$ cat config.mk
export PLATFORM = sky130hd
export DESIGN_NAME = multi_core_controller
export DESIGN_NICKNAME = d
export VERILOG_FILES = /design/src/rtl/multi_core_controller_pkg.sv /design/src/rtl/core_run_fsm.sv /design/src/rtl/multi_core_controller.sv
export SDC_FILE = /design/constraint.sdc
export NUM_CORES = 1
export LEC_CHECK = 0
export ABC_AREA = 0
export ABC_CLOCK_PERIOD_IN_PS = 3500
export BUFFER_PORTS_ARGS = -buffer_cell sky130_fd_sc_hd__buf_2
export CORE_MARGIN = 4
export CORE_UTILIZATION = 52
export CTS_CLUSTER_DIAMETER = 30
export DETAILED_ROUTE_END_ITERATION = 8
export PLACE_DENSITY_LB_ADDON = 0.15
export REMOVE_ABC_BUFFERS = 1
export SLEW_MARGIN = 5
export SYNTH_ARGS = -nofsm -noshare
export SYNTH_HDL_FRONTEND = slang
export SYNTH_SLANG_ARGS = --single-unit
$ cat constraint.sdc
create_clock -name CCLK -period 3.5 [get_ports CCLK]
set_input_delay 0.525 -clock CCLK [delete_from_list [all_inputs] [get_ports CCLK]]
set_output_delay 0.525 -clock CCLK [all_outputs]
set_load 0.01 [all_outputs]
$ cat src/rtl/multi_core_controller_pkg.sv
// Shared encodings for the multi-core run-control sequencer: per-core state codes,
// command opcodes and the core-index width derivation.
package multi_core_controller_pkg;

  typedef enum logic [2:0] {
    ST_IDLE    = 3'd0,
    ST_RESET   = 3'd1,
    ST_RUN     = 3'd2,
    ST_DONE    = 3'd3,
    ST_TIMEOUT = 3'd4,
    ST_ABORT   = 3'd5
  } state_e;

  typedef enum logic [1:0] {
    OP_RESET  = 2'd0,
    OP_START  = 2'd1,
    OP_ABORT  = 2'd2,
    OP_CLRIRQ = 2'd3
  } op_e;

  function automatic int core_idx_width(input int n);
    return (n > 1) ? $clog2(n) : 1;
  endfunction

endpackage

$ cat src/rtl/core_run_fsm.sv
// Run-control state machine for one core: reset hold, execute enable, cycle count,
// timeout watchdog and interrupt-pending flag. Commands arrive pre-validated.
module core_run_fsm
  import multi_core_controller_pkg::*;
#(
  parameter int ADDR_WIDTH = 32,
  parameter int STAT_WIDTH = 8,
  parameter int CNT_WIDTH  = 32,
  parameter int RST_CYCLES = 4,
  parameter int DONE_BIT   = 0
) (
  input  logic                  clk,
  input  logic                  srst,
  input  logic                  cmd_en,
  input  op_e                   cmd_op,
  input  logic [ADDR_WIDTH-1:0] cmd_addr,
  input  logic [CNT_WIDTH-1:0]  cmd_timeout,
  input  logic [STAT_WIDTH-1:0] core_stat,
  output logic                  core_rst,
  output logic                  core_exec,
  output logic [ADDR_WIDTH-1:0] mem_addr,
  output logic [2:0]            state,
  output logic [CNT_WIDTH-1:0]  cycles,
  output logic                  irq_pend,
  output logic                  irq_pend_next
);

  localparam int RCW = (RST_CYCLES > 1) ? $clog2(RST_CYCLES) : 1;
  localparam logic [RCW-1:0] RST_LOAD = RCW'(RST_CYCLES - 1);

  state_e                state_q, state_d;
  logic                  core_rst_q, core_rst_d;
  logic                  core_exec_q, core_exec_d;
  logic [ADDR_WIDTH-1:0] mem_addr_q, mem_addr_d;
  logic [CNT_WIDTH-1:0]  cycles_q, cycles_d;
  logic [CNT_WIDTH-1:0]  timeout_q, timeout_d;
  logic                  irq_pend_q, irq_pend_d;
  logic [RCW-1:0]        rst_cnt_q, rst_cnt_d;
  logic                  run_after_q, run_after_d;
  logic [CNT_WIDTH:0]    cyc_plus1;
  logic                  tmo_hit;
  logic                  event_set;

  always_comb begin
    state_d     = state_q;
    core_rst_d  = core_rst_q;
    core_exec_d = core_exec_q;
    mem_addr_d  = mem_addr_q;
    cycles_d    = cycles_q;
    timeout_d   = timeout_q;
    irq_pend_d  = irq_pend_q;
    rst_cnt_d   = rst_cnt_q;
    run_after_d = run_after_q;
    event_set   = 1'b0;

    cyc_plus1 = {1'b0, cycles_q} + (CNT_WIDTH + 1)'(1);
    tmo_hit   = (timeout_q != '0) && (cyc_plus1 == {1'b0, timeout_q});

    if (core_exec_q && (cycles_q != '1)) begin
      cycles_d = cyc_plus1[CNT_WIDTH-1:0];
    end

    case (state_q)
      ST_RESET: begin
        if (rst_cnt_q == '0) begin
          core_rst_d  = 1'b0;
          core_exec_d = run_after_q;
          state_d     = run_after_q ? ST_RUN : ST_IDLE;
        end else begin
          rst_cnt_d = rst_cnt_q - 1'b1;
        end
      end
      ST_RUN: begin
        // Completion takes priority over the watchdog on the same cycle.
        if (core_stat[DONE_BIT]) begin
          state_d     = ST_DONE;
          core_exec_d = 1'b0;
          event_set   = 1'b1;
        end else if (tmo_hit) begin
          state_d     = ST_TIMEOUT;
          core_exec_d = 1'b0;
          event_set   = 1'b1;
        end
      end
      default: core_rst_d = 1'b0;
    endcase

    if (event_set) begin
      irq_pend_d = 1'b1;
    end

    if (cmd_en) begin
      case (cmd_op)
        OP_START: begin
          mem_addr_d  = cmd_addr;
          timeout_d   = cmd_timeout;
          cycles_d    = '0;
          state_d     = ST_RESET;
          core_rst_d  = 1'b1;
          core_exec_d = 1'b0;
          rst_cnt_d   = RST_LOAD;
          run_after_d = 1'b1;
          irq_pend_d  = irq_pend_q;
        end
        OP_RESET: begin
          state_d     = ST_RESET;
          core_rst_d  = 1'b1;
          core_exec_d = 1'b0;
          rst_cnt_d   = RST_LOAD;
          run_after_d = 1'b0;
          irq_pend_d  = irq_pend_q;
        end
        OP_ABORT: begin
          state_d     = ST_ABORT;
          core_rst_d  = 1'b0;
          core_exec_d = 1'b0;
          irq_pend_d  = irq_pend_q;
        end
        default: begin
          // A completion landing with CLRIRQ keeps the interrupt pending.
          if (!event_set) irq_pend_d = 1'b0;
        end
      endcase
    end
  end

  always_ff @(posedge clk) begin
    if (srst) begin
      state_q     <= ST_IDLE;
      core_rst_q  <= 1'b1;
      core_exec_q <= 1'b0;
      mem_addr_q  <= '0;
      cycles_q    <= '0;
      timeout_q   <= '0;
      irq_pend_q  <= 1'b0;
      rst_cnt_q   <= '0;
      run_after_q <= 1'b0;
    end else begin
      state_q     <= state_d;
      core_rst_q  <= core_rst_d;
      core_exec_q <= core_exec_d;
      mem_addr_q  <= mem_addr_d;
      cycles_q    <= cycles_d;
      timeout_q   <= timeout_d;
      irq_pend_q  <= irq_pend_d;
      rst_cnt_q   <= rst_cnt_d;
      run_after_q <= run_after_d;
    end
  end

  assign core_rst      = core_rst_q;
  assign core_exec     = core_exec_q;
  assign mem_addr      = mem_addr_q;
  assign state         = state_q;
  assign cycles        = cycles_q;
  assign irq_pend      = irq_pend_q;
  assign irq_pend_next = irq_pend_d;

endmodule

$ cat src/rtl/multi_core_controller.sv
// Multi-core run-control sequencer: validates and routes commands to per-core
// state machines, flags rejected commands and aggregates interrupts.
module multi_core_controller
  import multi_core_controller_pkg::*;
#(
  parameter int NUM_CORES  = 4,
  parameter int ADDR_WIDTH = 32,
  parameter int STAT_WIDTH = 8,
  parameter int CNT_WIDTH  = 32,
  parameter int RST_CYCLES = 4,
  parameter int DONE_BIT   = 0,
  localparam int CW = core_idx_width(NUM_CORES)
) (
  input  logic                            CCLK,
  input  logic                            CRST,
  input  logic                            CMD_VALID,
  input  logic [1:0]                      CMD_OP,
  input  logic [CW-1:0]                   CMD_CORE,
  input  logic [ADDR_WIDTH-1:0]           CMD_ADDR,
  input  logic [CNT_WIDTH-1:0]            CMD_TIMEOUT,
  output logic                            CMD_ERR,
  output logic [NUM_CORES-1:0]            CORE_RST,
  output logic [NUM_CORES-1:0]            CORE_EXEC,
  output logic [NUM_CORES*ADDR_WIDTH-1:0] CORE_MEM_ADDR,
  input  logic [NUM_CORES*STAT_WIDTH-1:0] CORE_STAT,
  output logic [NUM_CORES*3-1:0]          STATE,
  output logic [NUM_CORES*CNT_WIDTH-1:0]  CYCLES,
  output logic [NUM_CORES-1:0]            IRQ_PEND,
  output logic                            IRQ
);

  op_e                  cmd_op;
  state_e               sel_state;
  logic                 op_legal;
  logic [NUM_CORES-1:0] cmd_en;
  logic [NUM_CORES-1:0] pend_next;
  logic [2**CW-1:0]     core_ok;
  logic                 cmd_err_q, cmd_err_d;
  logic                 irq_q, irq_d;

  assign cmd_op = op_e'(CMD_OP);

  // Index values the CMD_CORE field can encode but that have no core behind them.
  generate
    for (genvar gi = 0; gi < 2**CW; gi++) begin : g_core_ok
      assign core_ok[gi] = (gi < NUM_CORES);
    end
  endgenerate

  always_comb begin
    sel_state = ST_IDLE;
    op_legal  = 1'b0;
    cmd_en    = '0;
    cmd_err_d = 1'b0;
    for (int i = 0; i < NUM_CORES; i++) begin
      if (CMD_CORE == CW'(i)) sel_state = state_e'(STATE[i*3 +: 3]);
    end
    case (cmd_op)
      OP_START: op_legal = (sel_state != ST_RESET) && (sel_state != ST_RUN);
      OP_ABORT: op_legal = (sel_state == ST_RESET) || (sel_state == ST_RUN);
      default:  op_legal = 1'b1;
    endcase
    if (CMD_VALID) begin
      if (!core_ok[CMD_CORE] || !op_legal) begin
        cmd_err_d = 1'b1;
      end else begin
        for (int i = 0; i < NUM_CORES; i++) begin
          if (CMD_CORE == CW'(i)) cmd_en[i] = 1'b1;
        end
      end
    end
    irq_d = |pend_next;
  end

  generate
    for (genvar gi = 0; gi < NUM_CORES; gi++) begin : g_core
      core_run_fsm #(
        .ADDR_WIDTH(ADDR_WIDTH),
        .STAT_WIDTH(STAT_WIDTH),
        .CNT_WIDTH (CNT_WIDTH),
        .RST_CYCLES(RST_CYCLES),
        .DONE_BIT  (DONE_BIT)
      ) u_fsm (
        .clk          (CCLK),
        .srst         (CRST),
        .cmd_en       (cmd_en[gi]),
        .cmd_op       (cmd_op),
        .cmd_addr     (CMD_ADDR),
        .cmd_timeout  (CMD_TIMEOUT),
        .core_stat    (CORE_STAT[gi*STAT_WIDTH +: STAT_WIDTH]),
        .core_rst     (CORE_RST[gi]),
        .core_exec    (CORE_EXEC[gi]),
        .mem_addr     (CORE_MEM_ADDR[gi*ADDR_WIDTH +: ADDR_WIDTH]),
        .state        (STATE[gi*3 +: 3]),
        .cycles       (CYCLES[gi*CNT_WIDTH +: CNT_WIDTH]),
        .irq_pend     (IRQ_PEND[gi]),
        .irq_pend_next(pend_next[gi])
      );
    end
  endgenerate

  always_ff @(posedge CCLK) begin
    if (CRST) begin
      cmd_err_q <= 1'b0;
      irq_q     <= 1'b0;
    end else begin
      cmd_err_q <= cmd_err_d;
      irq_q     <= irq_d;
    end
  end

  assign CMD_ERR = cmd_err_q;
  assign IRQ     = irq_q;

endmodule

==> metrics.cfg <==
[route]
drt_iter0_drc=1779
route.top_layer_used=met4
route.met3.wl_mm=6.52
first_pass_iters=6
wl_per_cell_um=19.5
wl_met2_mm=33.7
route.detailed.drc=0
viasPerCell=5.78
ant_nets=0
vias=21600
routed_wl_mm=72.8
drt-met1-wl_mm=30.3

[die]
rows=73
die_h_um=210
start_util_pct=53.1
pin_count=385
fp.dieW_um=210
core_mm2=0.0400
design.die.area_mm2=0.0441

[clocking]
root_buffer=clkbuf_16
postCtsSetupRepairBufs=0
clock-sinks=422
holdBufCountCts=0
cts_resized=0
clock_path_buffers=3
cts_inserted_buffers=92
clock_latency_ns=0.64
clk_pin_slew_ns=0.05
cts_tree=yes
h-tree-depth=3

[hold_path]
min_from=CMD_ADDR[19]
hp-class=input port to register

[pwr]
p_leak_nw=10.8
power_density_mw_per_mm2=532
ir_drop_v=0.000450

[yosys]
ys_seq_elements=422
synth.most_common_cell=nand2_1
synth_edf_count=0
yosysWarnings=0
async_flop_share_pct=0
synth_area_leaders=dfxtp_1 (40%), nand2_1 (11%), a21oi_1 (7.3%)
yosys.area.top_type=dfxtp_1
syn_area_mm2=0.0212
synthCells=2755
synthTopCellsByCount=nand2_1 (625), dfxtp_1 (422), a21oi_1 (309), nor2_1 (229), xnor2_1 (164)
avgSynthCellArea_um2=7.70
synth_seq_area_share_pct=39.8
synth_top_area_share_pct=39.8
ys.flop_type=dfxtp_1
yosysUniqueCellTypes=89

[placement]
place.port_buffers=356
gp_congestion=0.977
hpwl_mm=52.1
dpl_cell_area_mm2=0.0240

[timing]
slew_headroom_pct=40.9
final-hold-violation-count=0
worst_slew_pin_slew_ns=0.886
fin_crit_ns=3.35
fin_tns_setup_ns=0
slew_viol_final=0
setup_viol=0
fin_skew_ns=0.0297
min_period_over_period_pct=95.6
rsz0062_at_grt=false
fmax_ghz=0.299

[global_route]
grt_max_degree=124
globalRoute.totalOverflow=0
grt_use_total_pct=31.6
grt_pass1_vias=20800
grt_antenna_before_repair=4
grt_pass1_wl_mm=113

[setup_path]
cp.arrival_ns=3.84
crit_start=g_core[2].u_fsm.cycles[3]
r2r_start=g_core[2].u_fsm.cycles[3]
crit_path_end_kind=register
crit_required_ns=3.99
cp-start-kind=register
critPathMaxFanout=8
crit_type=register to register

[run]
maxCapViolCount=0

[status]
status=complete, no violations

[finish]
utilization_pct=68.3
design_area_mm2=0.0273
fill_cells=3433
nNetsFinal=3243
syn2layout_area_growth_pct=28.8
drive_above_1_share_pct=21.9

[per-layer routing]
metal	global-route usage, %	up-vias
met4	12.1	0
met3	7.56	125
li1	-	10300
met2	51.0	974
met1	41.2	10300
met5	0	-
[area by class of cell]
| class | count | area (um2) | area share [%] |
|---|---|---|---|
| Multi-Input combinational cell | 2099 | 11800 | 43.2 |
| Sequential cell | 422 | 8450 | 30.9 |
| Timing Repair Buffer | 487 | 2950 | 10.8 |
| Clock buffer | 111 | 2520 | 9.24 |
| Clock inverter | 59 | 812 | 2.97 |
| Tap cell | 525 | 657 | 2.40 |
| Inverter | 30 | 113 | 0.412 |
| Antenna cell | 4 | 10.0 | 0.0366 |
[where the power goes]
group / internal [mW] / total, mW / switching [mW]
Sequential: 4.86 / 4.90 / 0.0404
Combinational: 0.152 / 0.463 / 0.311
Clock: 6.26 / 9.18 / 2.92
Total: 11.3 / 14.5 / 3.27
[kinds of logic after synthesis]
| family | after synthesis | synth area share (%) |
|---|---|---|
| buffers and inverters | 234 | 4.73 |
| muxes | 10 | 0.648 |
| adders and majority gates | 8 | 0.472 |
| xor gates and xnor gates | 275 | 11.4 |
| and+or+nand+nor | 1296 | 28.8 |
| DFF | 422 | 39.8 |
| AOI/OAI and AO/OA | 510 | 14.1 |
[cells in the final DEF (no fill, tap or decap), types with 11 or more instances in the layout]
cell type / n
a211oi_1: 17
a21oi_1: 309
a31oi_1: 21
and3_1: 22
and4_1: 26
buf_12: 14
buf_2: 355
buf_4: 117
bufinv_16: 15
clkbuf_16: 93
clkbuf_8: 14
clkinv_2: 18
clkinv_4: 11
dfxtp_1: 422
inv_1: 29
nand2_1: 621
nand2b_1: 22
nand3_1: 68
nand4_1: 79
nor2_1: 229
nor3_1: 43
nor3b_1: 11
nor4_1: 55
o21ai_0: 51
or3_1: 19
or4_1: 14
xnor2_1: 164
xor2_1: 110
[path summary, 6_finish.rpt]
path / endpoint / slack (ns) / cells past startpoint
max: g_core[2].u_fsm.core_exec / 0.15 / 9
min: g_core[3].u_fsm.mem_addr[19] / 0.17 / 3
max reg2reg: g_core[2].u_fsm.core_exec / 0.15 / 9
min reg2reg: g_core[3].u_fsm.mem_addr[12] / 0.45 / 2
[state kept, by name, indices dropped and copies added (netlist names)]
signal                    count
g_core.u_fsm.cycles         128
IRQ                           1
g_core.u_fsm.mem_addr       128
g_core.u_fsm.rst_cnt_q        8
g_core.u_fsm.irq_pend         4
g_core.u_fsm.core_rst         4
g_core.u_fsm.state           12
g_core.u_fsm.run_after_q      4
CMD_ERR                       1
g_core.u_fsm.core_exec        4
g_core.u_fsm.timeout_q      128
[metrics by stage]
step           hold WS [ns]  total power, mW  cells  setup slack [ns]
6_report              0.168             14.5   3737             0.155
5_1_grt               0.163             14.9   3737           0.00654
4_1_cts               0.133             14.6   3733             0.183
3_5_place_dp          0.444             5.44   3563             0.172
3_3_place_gp          0.438             5.43   3563             0.278
2_1_floorplan         0.448             5.16   2551            -0.597
[worst max-delay path, cell delays in order, from the launching register on]
cell      delay, ns
dfxtp_1        0.55
nand4_4        0.26
nor4_4         0.33
nand2_2        0.09
o41a_1         0.40
or4_1          0.53
or4_4          0.61
a31o_1         0.26
o311ai_1       0.08
a21oi_1        0.10
No activity file was read; power rests on OpenSTA's default activity.
